`src/rtl/dmem_ctrl_pkg.sv`:
```
// Shared types and constants for the data-memory access controller.
package dmem_pkg;

    // Access size codes as presented on req_size.
    typedef enum logic [1:0] {
        SZ_B   = 2'b00,
        SZ_H   = 2'b01,
        SZ_W   = 2'b10,
        SZ_RSV = 2'b11
    } size_e;

    // MIPS exception codes for address errors on load / store.
    localparam logic [4:0] EXC_ADEL = 5'h04;
    localparam logic [4:0] EXC_ADES = 5'h05;

    // Controller FSM: one request walks IDLE -> ACCESS -> CAPTURE -> RESP.
    typedef enum logic [1:0] {
        ST_IDLE    = 2'b00,
        ST_ACCESS  = 2'b01,
        ST_CAPTURE = 2'b10,
        ST_RESP    = 2'b11
    } state_e;

endpackage

```
`src/rtl/dmem_ctrl_if.sv`:
```
// Core-side load/store request and response bus of the data-memory controller.
interface dmem_ctrl_if #(
    parameter int ADDR_WIDTH = 32
);
    logic                  req_valid;
    logic                  req_ready;
    logic                  req_we;
    logic [1:0]            req_size;
    logic                  req_signed;
    logic [ADDR_WIDTH-1:0] req_addr;
    logic [31:0]           req_wdata;

    logic                  resp_valid;
    logic                  resp_ready;
    logic [31:0]           resp_rdata;
    logic                  resp_err;
    logic [4:0]            resp_excode;
    logic [ADDR_WIDTH-1:0] resp_badvaddr;

    // Core side: issues requests, consumes responses.
    modport master (
        output req_valid, req_we, req_size, req_signed, req_addr, req_wdata,
        input  req_ready,
        input  resp_valid, resp_rdata, resp_err, resp_excode, resp_badvaddr,
        output resp_ready
    );

    // Controller side.
    modport slave (
        input  req_valid, req_we, req_size, req_signed, req_addr, req_wdata,
        output req_ready,
        output resp_valid, resp_rdata, resp_err, resp_excode, resp_badvaddr,
        input  resp_ready
    );
endinterface

```
`src/rtl/dmem_align.sv`:
```
// Combinational lane logic: store byte enables and data replication, load
// lane extraction with sign/zero extension, and misalignment detection.
module dmem_align
    import dmem_pkg::*;
(
    input  size_e       size_i,
    input  logic        signed_i,
    input  logic [1:0]  addr_lo_i,
    input  logic [31:0] wdata_i,
    input  logic [31:0] ram_dout_i,
    output logic [3:0]  wea_o,
    output logic [31:0] din_o,
    output logic [31:0] rdata_o,
    output logic        misalign_o
);

    // Little-endian byte lanes of the RAM read word.
    logic [7:0] lane [4];

    genvar gi;
    generate
        for (gi = 0; gi < 4; gi++) begin : g_lane
            assign lane[gi] = ram_dout_i[8*gi +: 8];
        end
    endgenerate

    logic [7:0]  byte_sel;
    logic [15:0] half_sel;

    assign byte_sel = lane[addr_lo_i];
    assign half_sel = addr_lo_i[1] ? {lane[3], lane[2]} : {lane[1], lane[0]};

    // Per-size enables, replicated store data, extended load data, alignment.
    always_comb begin
        wea_o      = 4'b0000;
        din_o      = wdata_i;
        rdata_o    = 32'h0;
        misalign_o = 1'b0;
        case (size_i)
            SZ_B: begin
                wea_o   = 4'b0001 << addr_lo_i;
                din_o   = {4{wdata_i[7:0]}};
                rdata_o = signed_i ? {{24{byte_sel[7]}}, byte_sel}
                                   : {24'h0, byte_sel};
            end
            SZ_H: begin
                misalign_o = addr_lo_i[0];
                wea_o      = addr_lo_i[1] ? 4'b1100 : 4'b0011;
                din_o      = {2{wdata_i[15:0]}};
                rdata_o    = signed_i ? {{16{half_sel[15]}}, half_sel}
                                      : {16'h0, half_sel};
            end
            SZ_W: begin
                misalign_o = (addr_lo_i != 2'b00);
                wea_o      = 4'b1111;
                din_o      = wdata_i;
                rdata_o    = ram_dout_i;
            end
            default: begin
                // Reserved size is always treated as an address error.
                misalign_o = 1'b1;
            end
        endcase
    end

endmodule

```
`src/rtl/dmem_ctrl.sv`:
```
// Data-memory access controller: accepts one load/store at a time from the
// core, drives the block RAM for one cycle, and returns an extended load
// value or an address exception.
module dmem_ctrl
    import dmem_pkg::*;
#(
    parameter int ADDR_WIDTH = 32
) (
    input  logic                  clka,
    input  logic                  rst,
    dmem_ctrl_if.slave            bus,
    output logic                  ram_en,
    output logic [3:0]            ram_wea,
    output logic [ADDR_WIDTH-1:0] ram_addr,
    output logic [31:0]           ram_din,
    input  logic [31:0]           ram_dout
);

    state_e                state_q,    state_d;
    logic                  we_q,       we_d;
    size_e                 size_q,     size_d;
    logic                  signed_q,   signed_d;
    logic [ADDR_WIDTH-1:0] addr_q,     addr_d;
    logic [31:0]           wdata_q,    wdata_d;
    logic [31:0]           rdata_q,    rdata_d;
    logic                  err_q,      err_d;
    logic [4:0]            excode_q,   excode_d;
    logic [ADDR_WIDTH-1:0] badvaddr_q, badvaddr_d;

    logic [3:0]  lane_wea;
    logic [31:0] lane_din;
    logic [31:0] lane_rdata;
    logic        misalign;

    // Lane logic works entirely from the captured request, so the request
    // inputs only need to be valid in the accept cycle.
    dmem_align u_align (
        .size_i     (size_q),
        .signed_i   (signed_q),
        .addr_lo_i  (addr_q[1:0]),
        .wdata_i    (wdata_q),
        .ram_dout_i (ram_dout),
        .wea_o      (lane_wea),
        .din_o      (lane_din),
        .rdata_o    (lane_rdata),
        .misalign_o (misalign)
    );

    // State and captured request / response registers.
    always_ff @(posedge clka) begin
        if (!rst) begin
            state_q    <= ST_IDLE;
            we_q       <= 1'b0;
            size_q     <= SZ_B;
            signed_q   <= 1'b0;
            addr_q     <= '0;
            wdata_q    <= 32'h0;
            rdata_q    <= 32'h0;
            err_q      <= 1'b0;
            excode_q   <= 5'h0;
            badvaddr_q <= '0;
        end else begin
            state_q    <= state_d;
            we_q       <= we_d;
            size_q     <= size_d;
            signed_q   <= signed_d;
            addr_q     <= addr_d;
            wdata_q    <= wdata_d;
            rdata_q    <= rdata_d;
            err_q      <= err_d;
            excode_q   <= excode_d;
            badvaddr_q <= badvaddr_d;
        end
    end

    // Next-state logic: capture in IDLE, build the response in CAPTURE.
    always_comb begin
        state_d    = state_q;
        we_d       = we_q;
        size_d     = size_q;
        signed_d   = signed_q;
        addr_d     = addr_q;
        wdata_d    = wdata_q;
        rdata_d    = rdata_q;
        err_d      = err_q;
        excode_d   = excode_q;
        badvaddr_d = badvaddr_q;
        case (state_q)
            ST_IDLE: begin
                if (bus.req_valid) begin
                    we_d     = bus.req_we;
                    size_d   = size_e'(bus.req_size);
                    signed_d = bus.req_signed;
                    addr_d   = bus.req_addr;
                    wdata_d  = bus.req_wdata;
                    state_d  = ST_ACCESS;
                end
            end
            ST_ACCESS: begin
                state_d = ST_CAPTURE;
            end
            ST_CAPTURE: begin
                err_d = misalign;
                if (misalign) begin
                    rdata_d    = 32'h0;
                    excode_d   = we_q ? EXC_ADES : EXC_ADEL;
                    badvaddr_d = addr_q;
                end else begin
                    rdata_d    = we_q ? 32'h0 : lane_rdata;
                    excode_d   = 5'h0;
                    badvaddr_d = '0;
                end
                state_d = ST_RESP;
            end
            ST_RESP: begin
                if (bus.resp_ready) begin
                    state_d = ST_IDLE;
                end
            end
            default: begin
                state_d = ST_IDLE;
            end
        endcase
    end

    // RAM strobes are gated by rst so a store caught by reset is never written.
    assign ram_en   = rst && (state_q == ST_ACCESS) && !misalign;
    assign ram_wea  = (ram_en && we_q) ? lane_wea : 4'b0000;
    assign ram_addr = {addr_q[ADDR_WIDTH-1:2], 2'b00};
    assign ram_din  = lane_din;

    assign bus.req_ready     = rst && (state_q == ST_IDLE);
    assign bus.resp_valid    = (state_q == ST_RESP);
    assign bus.resp_rdata    = rdata_q;
    assign bus.resp_err      = err_q;
    assign bus.resp_excode   = excode_q;
    assign bus.resp_badvaddr = badvaddr_q;

endmodule

```
`src/flat_wrapper.sv`:
```
// flat-port wrapper written by rule: the top's interface ports become plain ports
module dmem_ctrl_flat import dmem_pkg::*;
#(
    parameter int ADDR_WIDTH = 32
)
  (clka, rst, ram_en, ram_wea, ram_addr, ram_din, ram_dout, bus_req_valid, bus_req_we, bus_req_size, bus_req_signed, bus_req_addr, bus_req_wdata, bus_req_ready, bus_resp_valid, bus_resp_rdata, bus_resp_err, bus_resp_excode, bus_resp_badvaddr, bus_resp_ready);
  dmem_ctrl_if #(.ADDR_WIDTH(ADDR_WIDTH)) bus_i ();
  input  logic clka;
  input  logic rst;
  output logic ram_en;
  output logic [3:0] ram_wea;
  output logic [ADDR_WIDTH-1:0] ram_addr;
  output logic [31:0] ram_din;
  input  logic [31:0] ram_dout;
  input wire logic [$bits(bus_i.req_valid)-1:0] bus_req_valid;
  input wire logic [$bits(bus_i.req_we)-1:0] bus_req_we;
  input wire logic [$bits(bus_i.req_size)-1:0] bus_req_size;
  input wire logic [$bits(bus_i.req_signed)-1:0] bus_req_signed;
  input wire logic [$bits(bus_i.req_addr)-1:0] bus_req_addr;
  input wire logic [$bits(bus_i.req_wdata)-1:0] bus_req_wdata;
  output wire logic [$bits(bus_i.req_ready)-1:0] bus_req_ready;
  output wire logic [$bits(bus_i.resp_valid)-1:0] bus_resp_valid;
  output wire logic [$bits(bus_i.resp_rdata)-1:0] bus_resp_rdata;
  output wire logic [$bits(bus_i.resp_err)-1:0] bus_resp_err;
  output wire logic [$bits(bus_i.resp_excode)-1:0] bus_resp_excode;
  output wire logic [$bits(bus_i.resp_badvaddr)-1:0] bus_resp_badvaddr;
  input wire logic [$bits(bus_i.resp_ready)-1:0] bus_resp_ready;
  assign bus_i.req_valid = bus_req_valid;
  assign bus_i.req_we = bus_req_we;
  assign bus_i.req_size = bus_req_size;
  assign bus_i.req_signed = bus_req_signed;
  assign bus_i.req_addr = bus_req_addr;
  assign bus_i.req_wdata = bus_req_wdata;
  assign bus_req_ready = bus_i.req_ready;
  assign bus_resp_valid = bus_i.resp_valid;
  assign bus_resp_rdata = bus_i.resp_rdata;
  assign bus_resp_err = bus_i.resp_err;
  assign bus_resp_excode = bus_i.resp_excode;
  assign bus_resp_badvaddr = bus_i.resp_badvaddr;
  assign bus_i.resp_ready = bus_resp_ready;
  dmem_ctrl #(.ADDR_WIDTH(ADDR_WIDTH)) u_core (.clka(clka), .rst(rst), .bus(bus_i), .ram_en(ram_en), .ram_wea(ram_wea), .ram_addr(ram_addr), .ram_din(ram_din), .ram_dout(ram_dout));
endmodule
```
`config.mk`:
```
export PLATFORM = sky130hd
export DESIGN_NAME = dmem_ctrl_flat
export DESIGN_NICKNAME = d
export VERILOG_FILES = /design/src/rtl/dmem_ctrl_pkg.sv /design/src/rtl/dmem_ctrl_if.sv /design/src/rtl/dmem_align.sv /design/src/rtl/dmem_ctrl.sv /design/src/flat_wrapper.sv
export SDC_FILE = /design/constraint.sdc
export NUM_CORES = 1
export LEC_CHECK = 0
export ABC_CLOCK_PERIOD_IN_PS = 1900
export BUFFER_PORTS_ARGS = -buffer_cell sky130_fd_sc_hd__clkbuf_2
export CORE_MARGIN = 2
export CORE_UTILIZATION = 30
export CTS_BUF_LIST = sky130_fd_sc_hd__clkbuf_16
export CTS_CLUSTER_DIAMETER = 60
export DETAILED_ROUTE_END_ITERATION = 10
export HOLD_SLACK_MARGIN = 0.06
export PLACE_DENSITY = 0.52
export SYNTH_ARGS = -nofsm -noshare
export SYNTH_HDL_FRONTEND = slang
export SYNTH_SLANG_ARGS = --single-unit
```
`constraint.sdc`:
```
create_clock -name clka -period 1.9 [get_ports clka]
set_clock_uncertainty 0.2 [all_clocks]
set_input_delay 0.38 -clock clka [delete_from_list [all_inputs] [get_ports clka]]
set_output_delay 0.38 -clock clka [all_outputs]
set_load 0.05 [all_outputs]
```
==> results of run 1 <==
==> cell type report <==
cell class | instances | area, µm² | share of cell area, %
tap | 275 | 344 | 3.36
sequential | 136 | 2740 | 26.7
timing repair buffer | 378 | 3060 | 29.9
multi-input combinational | 531 | 3470 | 33.9
inverter | 8 | 35.0 | 0.342
clock inverter | 14 | 168 | 1.64
clock buffer | 17 | 425 | 4.15
==> what timing repair did <==
action,4_1_cts,5_1_grt
hold buffers,77,0
pin swaps,2,7
buffers inserted,6,7
setup endpoints to repair,63,68
cloned,2,4
resized for setup,63,106
endpoints found under the hold margin,77,0
==> worst max-delay path: cells and delay by family (launching register included) <==
family          cells  cell delay (ps)
simple gates        3              660
flops               1              370
compound gates      1              170
buf+inv             1              150
==> state kept, by name (all words and copies together), names as in the netlist <==
register and flops:
u_core.state_q 2, u_core.bus.resp_excode 2, u_core.wdata_q 32, u_core.addr_q 32, u_core.signed_q 1, u_core.bus.resp_badvaddr 32, u_core.size_q 2, u_core.we_q 1
u_core.bus.resp_rdata 32
==> cell usage after synthesis (all sizes together), types with 2 or more instances <==
cell / number / share of area [%]
a211oi: 8 / 1.5
a21boi: 68 / 8.0
a21oi: 68 / 5.4
a221oi: 8 / 1.2
and2: 2 / 0.20
buf: 66 / 7.0
clkbuf: 33 / 2.0
dfxtp: 136 / 43
ha: 5 / 0.99
inv: 7 / 0.41
mux2: 17 / 3.0
mux2i: 17 / 2.7
nand2: 164 / 9.7
nand2b: 2 / 0.20
nor2: 46 / 2.8
nor2b: 64 / 6.3
nor3: 2 / 0.24
nor3b: 2 / 0.32
o21ai: 41 / 3.2
o22ai: 2 / 0.20
==> layer usage <==
layer | up-vias | track usage (%) | part of all wire (%)
met4 | 0 | 5.29 | 1.3
met2 | 195 | 31.9 | 49
met3 | 21 | 4.97 | 6.6
met1 | 2890 | 22.9 | 43
met5 | - | 0 | 0
li1 | 3114 | - | -
==> layout by cell type, fill, tap and decap left out, drive strengths merged, types with 11 or more instances in the layout <==
master	netlist	routed
o21ai	41	41
nor2	46	46
dlygate4sd3	0	77
a21boi	68	68
mux2i	17	17
dfxtp	136	136
nor2b	64	64
buf	66	90
nand2	164	164
clkbuf	33	228
a21oi	68	68
inv	7	11
mux2	17	17
==> path summary, 6_finish.rpt <==
path                                       end  slack, ps                      start  depth (start not counted)
hold reg to reg      u_core.bus.resp_rdata[12]        250  u_core.bus.resp_rdata[12]                          2
setup / recovery                    ram_wea[3]       -460           u_core.addr_q[1]                          5
setup reg to reg  u_core.bus.resp_badvaddr[15]         60          u_core.state_q[0]                          9
hold / removal       u_core.bus.resp_rdata[14]         70               ram_dout[14]                          3
==> cells by family (layout without fill, tap and decap cells) <==
group                      after synthesis  in the layout  synth area share (%)
muxes                                   35             35                  6.05
adders and majority gates                5              5                 0.986
AOI/OAI and AO/OA                      200            200                  20.4
and+or+nand+nor                        286            286                  20.2
DFF                                    136            136                  42.9
buffers and inverters                  107            417                  9.43
other                                    1              5                0.0591
==> through the flow <==
step / total power (µW) / hold slack, ps / setup TNS [ps]
final: 11900 / 69.1 / -8320
after global routing: 12500 / 68.6 / -10080
after CTS: 11600 / 60.5 / -10150
after detailed placement: 7620 / 244 / -3840
after global placement: 7610 / 236 / -2480
after floorplan: 6380 / 240 / -500
==> power by group <==
group | switching (µW) | leakage (µW) | internal (µW) | total [µW]
logic | 2970 | 0.00299 | 2020 | 4990
clock network | 1250 | 0.000299 | 2150 | 3400
registers | 317 | 0.00111 | 3190 | 3510
total | 4540 | 0.00440 | 7360 | 11900
==> impl_metrics.py, run 1 <==
metrics = {
    "outcome": {
        "status": "finished with violations",
        "violations": "negative setup slack",
    },
    "global_route": {
        "grtUsageTotal_pct": 18.6,
        "grt_max_degree": 69,
        "grt_first_pass_wirelength_mm": 32.5,
        "grt.overflow.total": 0,
        "grt_pass1_vias": 6149,
        "antenna_found_initial": 0,
    },
    "final_layout": {
        "finish.utilization_pct": 49.1,
        "fin_area_mm2": 0.0102,
        "final_nets": 1181,
        "drive_gt1_share_pct": 38.2,
        "area_growth_pct": 61.5,
        "diodes": 0,
        "n_fill_cell": 1987,
        "fin_cells": 1359,
    },
    "yosys": {
        "avgSynthCellArea_um2": 8.24,
        "synth_edf_count": 0,
        "ys.flop_type": "dfxtp_1",
        "async_flop_share_pct": 0,
        "synth-seq-area-share_pct": 42.9,
        "ys_warn_count": 0,
        "syn-instance-count": 770,
        "syn_area_mm2": 0.00634,
        "synthDistinctLibCells": 42,
        "synth_seq_cells": 136,
    },
    "power_and_ir_drop": {
        "powerDensity_mw_per_mm2": 1160,
        "vdd_ir_drop_max_uv": 617,
        "leakage_uw": 0.00440,
    },
    "flow_run": {
        "maxCapViolCount": 0,
    },
    "detailed_routing": {
        "routed_via_density": 4.58,
        "routed_wl_mm": 21.7,
        "num_vias": 6220,
        "drt_iter0_drc": 182,
        "routedWlPerCell_um": 15.9,
        "firstDrtPassIters": 4,
        "drcViolationCount": 0,
        "drtAntennaViolNets": 0,
    },
    "critical_path": {
        "criticalPathCategory": "reg -> out",
        "cp_max_fo": 7,
        "cp_slowest_stage_delay_ps": 400,
        "cp_data_arrival_time_ps": 1780,
        "start_kind": "flop",
        "crit_path_end_kind": "primary output",
        "required_ps": 1320,
        "crit_chain": "nor3_4, nor2_2, or3_4, a21oi_4, buf_12",
        "slowest_stage": "or3_4",
    },
    "sta": {
        "layout_worst_path_cycle_share_pct": 124,
        "setup_viol": 30,
        "timing_hold_violations_final": 0,
        "slew_headroom_pct": 57.3,
        "setup_slack_ps": -459,
        "max_freq_ghz": 0.424,
        "period_needed_ps": 2360,
        "maxSlewViolCount": 0,
        "tightest_slew_ps": 641,
        "grt_setup_unrepaired": "yes",
    },
    "place": {
        "post-place-cells": 1233,
        "placed_cell_area_mm2": 0.00809,
        "place_ws_ps": -231,
        "portBuffers": 239,
        "place_congestion": 0.793,
        "place_hpwl_mm": 14.0,
    },
    "die": {
        "num_rows": 53,
        "boundaryPins": 245,
        "die_y_um": 149,
        "die-area_mm2": 0.0223,
        "fp.coreArea_mm2": 0.0209,
        "start_util_pct": 30.4,
        "die_x_um": 149,
    },
    "clocking": {
        "clock_sinks": 136,
        "cts_buffers": 17,
        "htreeDepth": 4,
        "clkTransAtPathRegs_ps": 60,
        "cts_tree": "yes",
        "cts_buffer_depth": 2,
        "clock_latency_ps": 420,
        "cts_root_buffer": "clkbuf_16",
    },
    "worst_hold_path": {
        "min_path_type": "in -> reg",
    },
}
Note: power is estimated with default switching activity, not from simulation.
==> run 2, diff against run 1 <==
--- a/config.mk
+++ b/config.mk
@@ -14,6 +14,7 @@
 export DETAILED_ROUTE_END_ITERATION = 10
 export HOLD_SLACK_MARGIN = 0.06
 export PLACE_DENSITY = 0.52
+export RECOVER_POWER = 50
 export SYNTH_ARGS = -nofsm -noshare
 export SYNTH_HDL_FRONTEND = slang
 export SYNTH_SLANG_ARGS = --single-unit
==> impl_metrics.py, run 2 (synthesis gave the netlist of run 1 again) <==
metrics = {
    "outcome": {
        "status": "finished with violations",
        "violations": "negative setup slack",
    },
    "critical_path": {
        "cp_max_fo": 7,
        "crit_family": "simple AND/OR/NAND/NOR gates",
        "crit_buf_inv": 1,
        "slowest_stage": "or3_4",
        "crit_chain": "nor3_4, nor2_2, or3_4, a21oi_4, buf_12",
        "cp_data_arrival_time_ps": 1780,
        "crit_path_end_kind": "primary output",
        "criticalPathCategory": "reg -> out",
        "start_kind": "flop",
        "cp_slowest_stage_delay_ps": 400,
        "required_ps": 1320,
        "worst-r2r-setup-slack_ps": -90,
    },
    "global_route": {
        "antenna_found_initial": 0,
        "grt.overflow.total": 0,
        "grt_max_degree": 69,
        "grt_pass1_vias": 6149,
        "grtUsageTotal_pct": 18.6,
        "grt_first_pass_wirelength_mm": 32.5,
    },
    "power_and_ir_drop": {
        "leakage_uw": 0.00439,
        "vdd_ir_drop_max_uv": 617,
        "powerDensity_mw_per_mm2": 1160,
        "finalPower_uw": 11800,
    },
    "clocking": {
        "cts_buffers": 17,
        "clock_latency_ps": 420,
        "clock_sinks": 136,
        "cts_buffer_depth": 2,
        "cts_root_buffer": "clkbuf_16",
        "clkTransAtPathRegs_ps": 60,
        "htreeDepth": 4,
        "cts_tree": "yes",
    },
    "detailed_routing": {
        "drcViolationCount": 0,
        "firstDrtPassIters": 4,
        "routedWlPerCell_um": 15.9,
        "drt_iter0_drc": 182,
        "routed_wl_mm": 21.6,
        "routed_via_density": 4.58,
        "num_vias": 6218,
        "drtAntennaViolNets": 0,
    },
    "flow_run": {
        "maxCapViolCount": 0,
    },
    "place": {
        "portBuffers": 239,
        "place_congestion": 0.793,
        "place_hpwl_mm": 14.0,
        "post-place-cells": 1233,
        "place_ws_ps": -231,
        "placed_cell_area_mm2": 0.00809,
    },
    "sta": {
        "max_freq_ghz": 0.424,
        "period_needed_ps": 2360,
        "setup_slack_ps": -459,
        "slew_headroom_pct": 57.3,
        "tightest_slew_ps": 641,
        "grt_setup_unrepaired": "yes",
        "timing_hold_violations_final": 0,
        "layout_worst_path_cycle_share_pct": 124,
        "setup_viol": 77,
        "maxSlewViolCount": 0,
    },
    "final_layout": {
        "final_nets": 1181,
        "finish.utilization_pct": 48.9,
        "fin_area_mm2": 0.0102,
        "drive_gt1_share_pct": 38.0,
        "layout_common_cells": "206 x clkbuf_2, 159 x nand2_1, 129 x dfxtp_1",
        "layout_commonest_cell": "clkbuf_2",
        "area_growth_pct": 61.0,
        "fin_cells": 1359,
        "diodes": 0,
    },
    "die": {
        "start_util_pct": 30.4,
        "boundaryPins": 245,
        "num_rows": 53,
        "die-area_mm2": 0.0223,
        "die_x_um": 149,
        "die_y_um": 149,
        "fp.coreArea_mm2": 0.0209,
    },
    "worst_hold_path": {
        "min_path_type": "in -> reg",
    },
}
[run 2: cell count changes in the layout (fill, tap and decap cells not counted)]
cell	change
buf_12	-2
buf_6	+2
buf_4	-1
clkbuf_1	+1
ha_1	+1
ha_4	-1
[run 2: final timing paths]
check	start	endpoint	cells past startpoint
setup / recovery	u_core.addr_q[1]	ram_wea[3]	5
hold / removal	ram_dout[14]	u_core.bus.resp_rdata[14]	3
setup reg to reg	u_core.state_q[1]	u_core.wdata_q[26]	8
hold reg to reg	u_core.bus.resp_rdata[12]	u_core.bus.resp_rdata[12]	2
[run 2: tightest hold or removal path, delay by kind of cell]
| family | cells | cell delay, ps |
|---|---|---|
| buf+inv | 1 | 110 |
| compound gates | 2 | 160 |
[run 2: what timing repair did]
action / CTS / global route
hold buffers: 77 / 0
endpoints found under the setup margin: 63 / 68
pin swaps: 2 / 7
resized for setup: 63 / 106
buffers inserted: 6 / 7
gates cloned: 2 / 4
hold endpoints to repair: 77 / 0
[run 2: final cells by class]
cell class	instances	area (µm²)
fill	1987	10700
multi-input combinational	531	3460
timing repair buffer	378	3040
sequential	136	2740
clock buffer	17	425
tap	275	344
clock inverter	14	168
inverter	8	35.0
[run 2: per-layer routing]
layer | global-route usage [%] | wire length, µm | up-vias
met3 | 4.97 | 1510 | 21
li1 | - | - | 3115
met1 | 22.9 | 9280 | 2878
met5 | 0 | 0 | -
met2 | 31.9 | 10600 | 204
met4 | 5.29 | 281 | 0
[run 2: stage by stage]
step                      TNS, ps  hold WS (ps)
after floorplan              -500           240
after global placement      -2480           236
after detailed placement    -3840           244
after CTS                  -10150          60.5
after global routing       -20240          68.6
final                       -9400          69.0
[run 2: where the power goes]
part           switching, µW  total, µW  internal (µW)  leakage, µW
clock                   1250       3400           2150     0.000299
combinational           2950       4910           1960      0.00298
sequential               317       3510           3190      0.00111
total                   4520      11800           7300      0.00439
==> run 3, diff against run 2 <==
--- a/config.mk
+++ b/config.mk
@@ -8,13 +8,14 @@
 export ABC_CLOCK_PERIOD_IN_PS = 1900
 export BUFFER_PORTS_ARGS = -buffer_cell sky130_fd_sc_hd__clkbuf_2
 export CORE_MARGIN = 2
-export CORE_UTILIZATION = 30
+export CORE_UTILIZATION = 35
 export CTS_BUF_LIST = sky130_fd_sc_hd__clkbuf_16
 export CTS_CLUSTER_DIAMETER = 60
 export DETAILED_ROUTE_END_ITERATION = 10
 export HOLD_SLACK_MARGIN = 0.06
-export PLACE_DENSITY = 0.52
+export PLACE_DENSITY = 0.6
 export RECOVER_POWER = 50
+export REMOVE_ABC_BUFFERS = 1
 export SYNTH_ARGS = -nofsm -noshare
 export SYNTH_HDL_FRONTEND = slang
 export SYNTH_SLANG_ARGS = --single-unit
==> impl_metrics.py, run 3 (synthesis gave the netlist of run 1 again) <==
metrics = {
    "clocking": {
        "clkTransAtPathRegs_ps": 60,
        "cts_tree": "yes",
        "clock_latency_ps": 420,
        "cts_buffer_depth": 2,
        "cts_root_buffer": "clkbuf_16",
        "cts_buffers": 17,
        "clock_sinks": 136,
        "htreeDepth": 4,
    },
    "sta": {
        "timing_hold_violations_final": 0,
        "setup_slack_ps": -539,
        "tightest_slew_ps": 745,
        "setup_viol": 32,
        "hold_ws_ps": 62.2,
        "period_needed_ps": 2440,
        "slew_headroom_pct": 50.1,
        "layout_worst_path_cycle_share_pct": 128,
        "max_freq_ghz": 0.410,
        "grt_setup_unrepaired": "yes",
        "maxSlewViolCount": 0,
    },
    "global_route": {
        "grtUsageTotal_pct": 21.2,
        "grt.overflow.total": 0,
        "grt_max_degree": 80,
        "grt_first_pass_wirelength_mm": 32.8,
        "grt_pass1_vias": 6243,
        "antenna_found_initial": 1,
    },
    "flow_run": {
        "maxCapViolCount": 0,
    },
    "worst_hold_path": {
        "min_path_type": "in -> reg",
    },
    "die": {
        "die_x_um": 139,
        "num_rows": 49,
        "die-area_mm2": 0.0192,
        "fp.coreArea_mm2": 0.0179,
        "start_util_pct": 35.4,
        "die_y_um": 139,
        "boundaryPins": 245,
    },
    "critical_path": {
        "start_kind": "flop",
        "cp_max_fo": 4,
        "criticalPathCategory": "reg -> out",
        "cp_data_arrival_time_ps": 1860,
        "crit_path_end_kind": "primary output",
        "required_ps": 1320,
    },
    "detailed_routing": {
        "routedWlPerCell_um": 16.2,
        "routed_wl_mm": 21.2,
        "drtAntennaViolNets": 0,
        "drcViolationCount": 0,
        "firstDrtPassIters": 6,
        "drt_iter0_drc": 239,
        "routed_via_density": 4.86,
        "num_vias": 6368,
    },
    "final_layout": {
        "layout_commonest_cell": "clkbuf_2",
        "area_growth_pct": 57.8,
        "multi_input_area_mm2": 0.00343,
        "layout_common_cells": "208 x clkbuf_2, 160 x nand2_1, 131 x dfxtp_1",
        "n_fill_cell": 1608,
        "register_area_mm2": 0.00274,
        "drive_gt1_share_pct": 37.6,
        "finish.utilization_pct": 55.9,
        "diodes": 0,
        "final_nets": 1177,
    },
    "place": {
        "place_hpwl_mm": 12.6,
        "portBuffers": 239,
        "place_ws_ps": -237,
        "place_congestion": 0.824,
    },
    "power_and_ir_drop": {
        "powerDensity_mw_per_mm2": 1140,
        "leakage_uw": 0.00430,
        "vdd_ir_drop_max_uv": 919,
    },
    "outcome": {
        "violations": "negative setup slack",
        "status": "finished with violations",
    },
}
run 3: cell types whose count changed in the layout (fill, tap and decap cells not counted), moves of 3 or more:
cell and delta:
buf_12 -4, buf_8 +3, o21ai_2 +3, a21oi_1 +6
buf_4 -9, buf_6 +4, a21oi_2 -6, bufinv_16 -3
run 3: worst max-delay path: stages (launching register included):
cell and delay (ps):
dfxtp_4 370, nor3_4 220, nor2_2 60, or3_4 460, a21oi_4 170, buf_12 150
run 3: cell type report:
type                       count  area share (%)
inverter                       8           0.350
sequential                   136            27.3
multi-input combinational    531            34.2
clock buffer                  17            4.25
clock inverter                14            1.13
tap                          229            2.86
timing repair buffer         374            29.9
run 3: metrics by stage:
step / TNS, ps / power, µW / cells / instance area (µm²)
2_1_floorplan: -99950 / 5900 / 675 / 5790
5_1_grt: -13800 / 12000 / 1309 / 10000
3_3_place_gp: -3170 / 7310 / 1185 / 7780
6_report: -8570 / 11400 / 1309 / 10000
3_5_place_dp: -4800 / 7330 / 1185 / 7780
4_1_cts: -8860 / 11200 / 1304 / 9730
run 3: routing by layer:
layer / global-route usage [%] / vias to the layer above / share of wire [%]
met2: 35.2 / 246 / 49
li1: - / 3110 / -
met4: 6.65 / 2 / 2.2
met1: 26.4 / 2974 / 42
met5: 0 / - / 0.061
met3: 6.66 / 36 / 6.8
run 3: path summary, 6_finish.rpt:
check | depth (start not counted) | to | start | slack [ps]
worst max-delay path | 5 | ram_wea[3] | u_core.size_q[0] | -540
worst min-delay path | 3 | u_core.bus.resp_rdata[3] | ram_dout[3] | 60
worst max register to register | 5 | u_core.bus.resp_rdata[13] | u_core.addr_q[1] | -20
worst min register to register | 2 | u_core.bus.resp_rdata[11] | u_core.bus.resp_rdata[11] | 250
run 3: power by group:
group,internal (µW),total (µW),switching [µW]
logic,1940,4930,2990
clock network,1770,3050,1280
registers,3180,3460,276
total,6900,11400,4550
run 3: repair_timing:
action / CTS / global route
hold endpoints to repair: 76 / 0
gates resized for setup: 130 / 69
gates cloned: 3 / 2
setup endpoints to repair: 64 / 44
hold buffers: 76 / 0
pin swaps: 10 / 15
setup buffers: 10 / 7
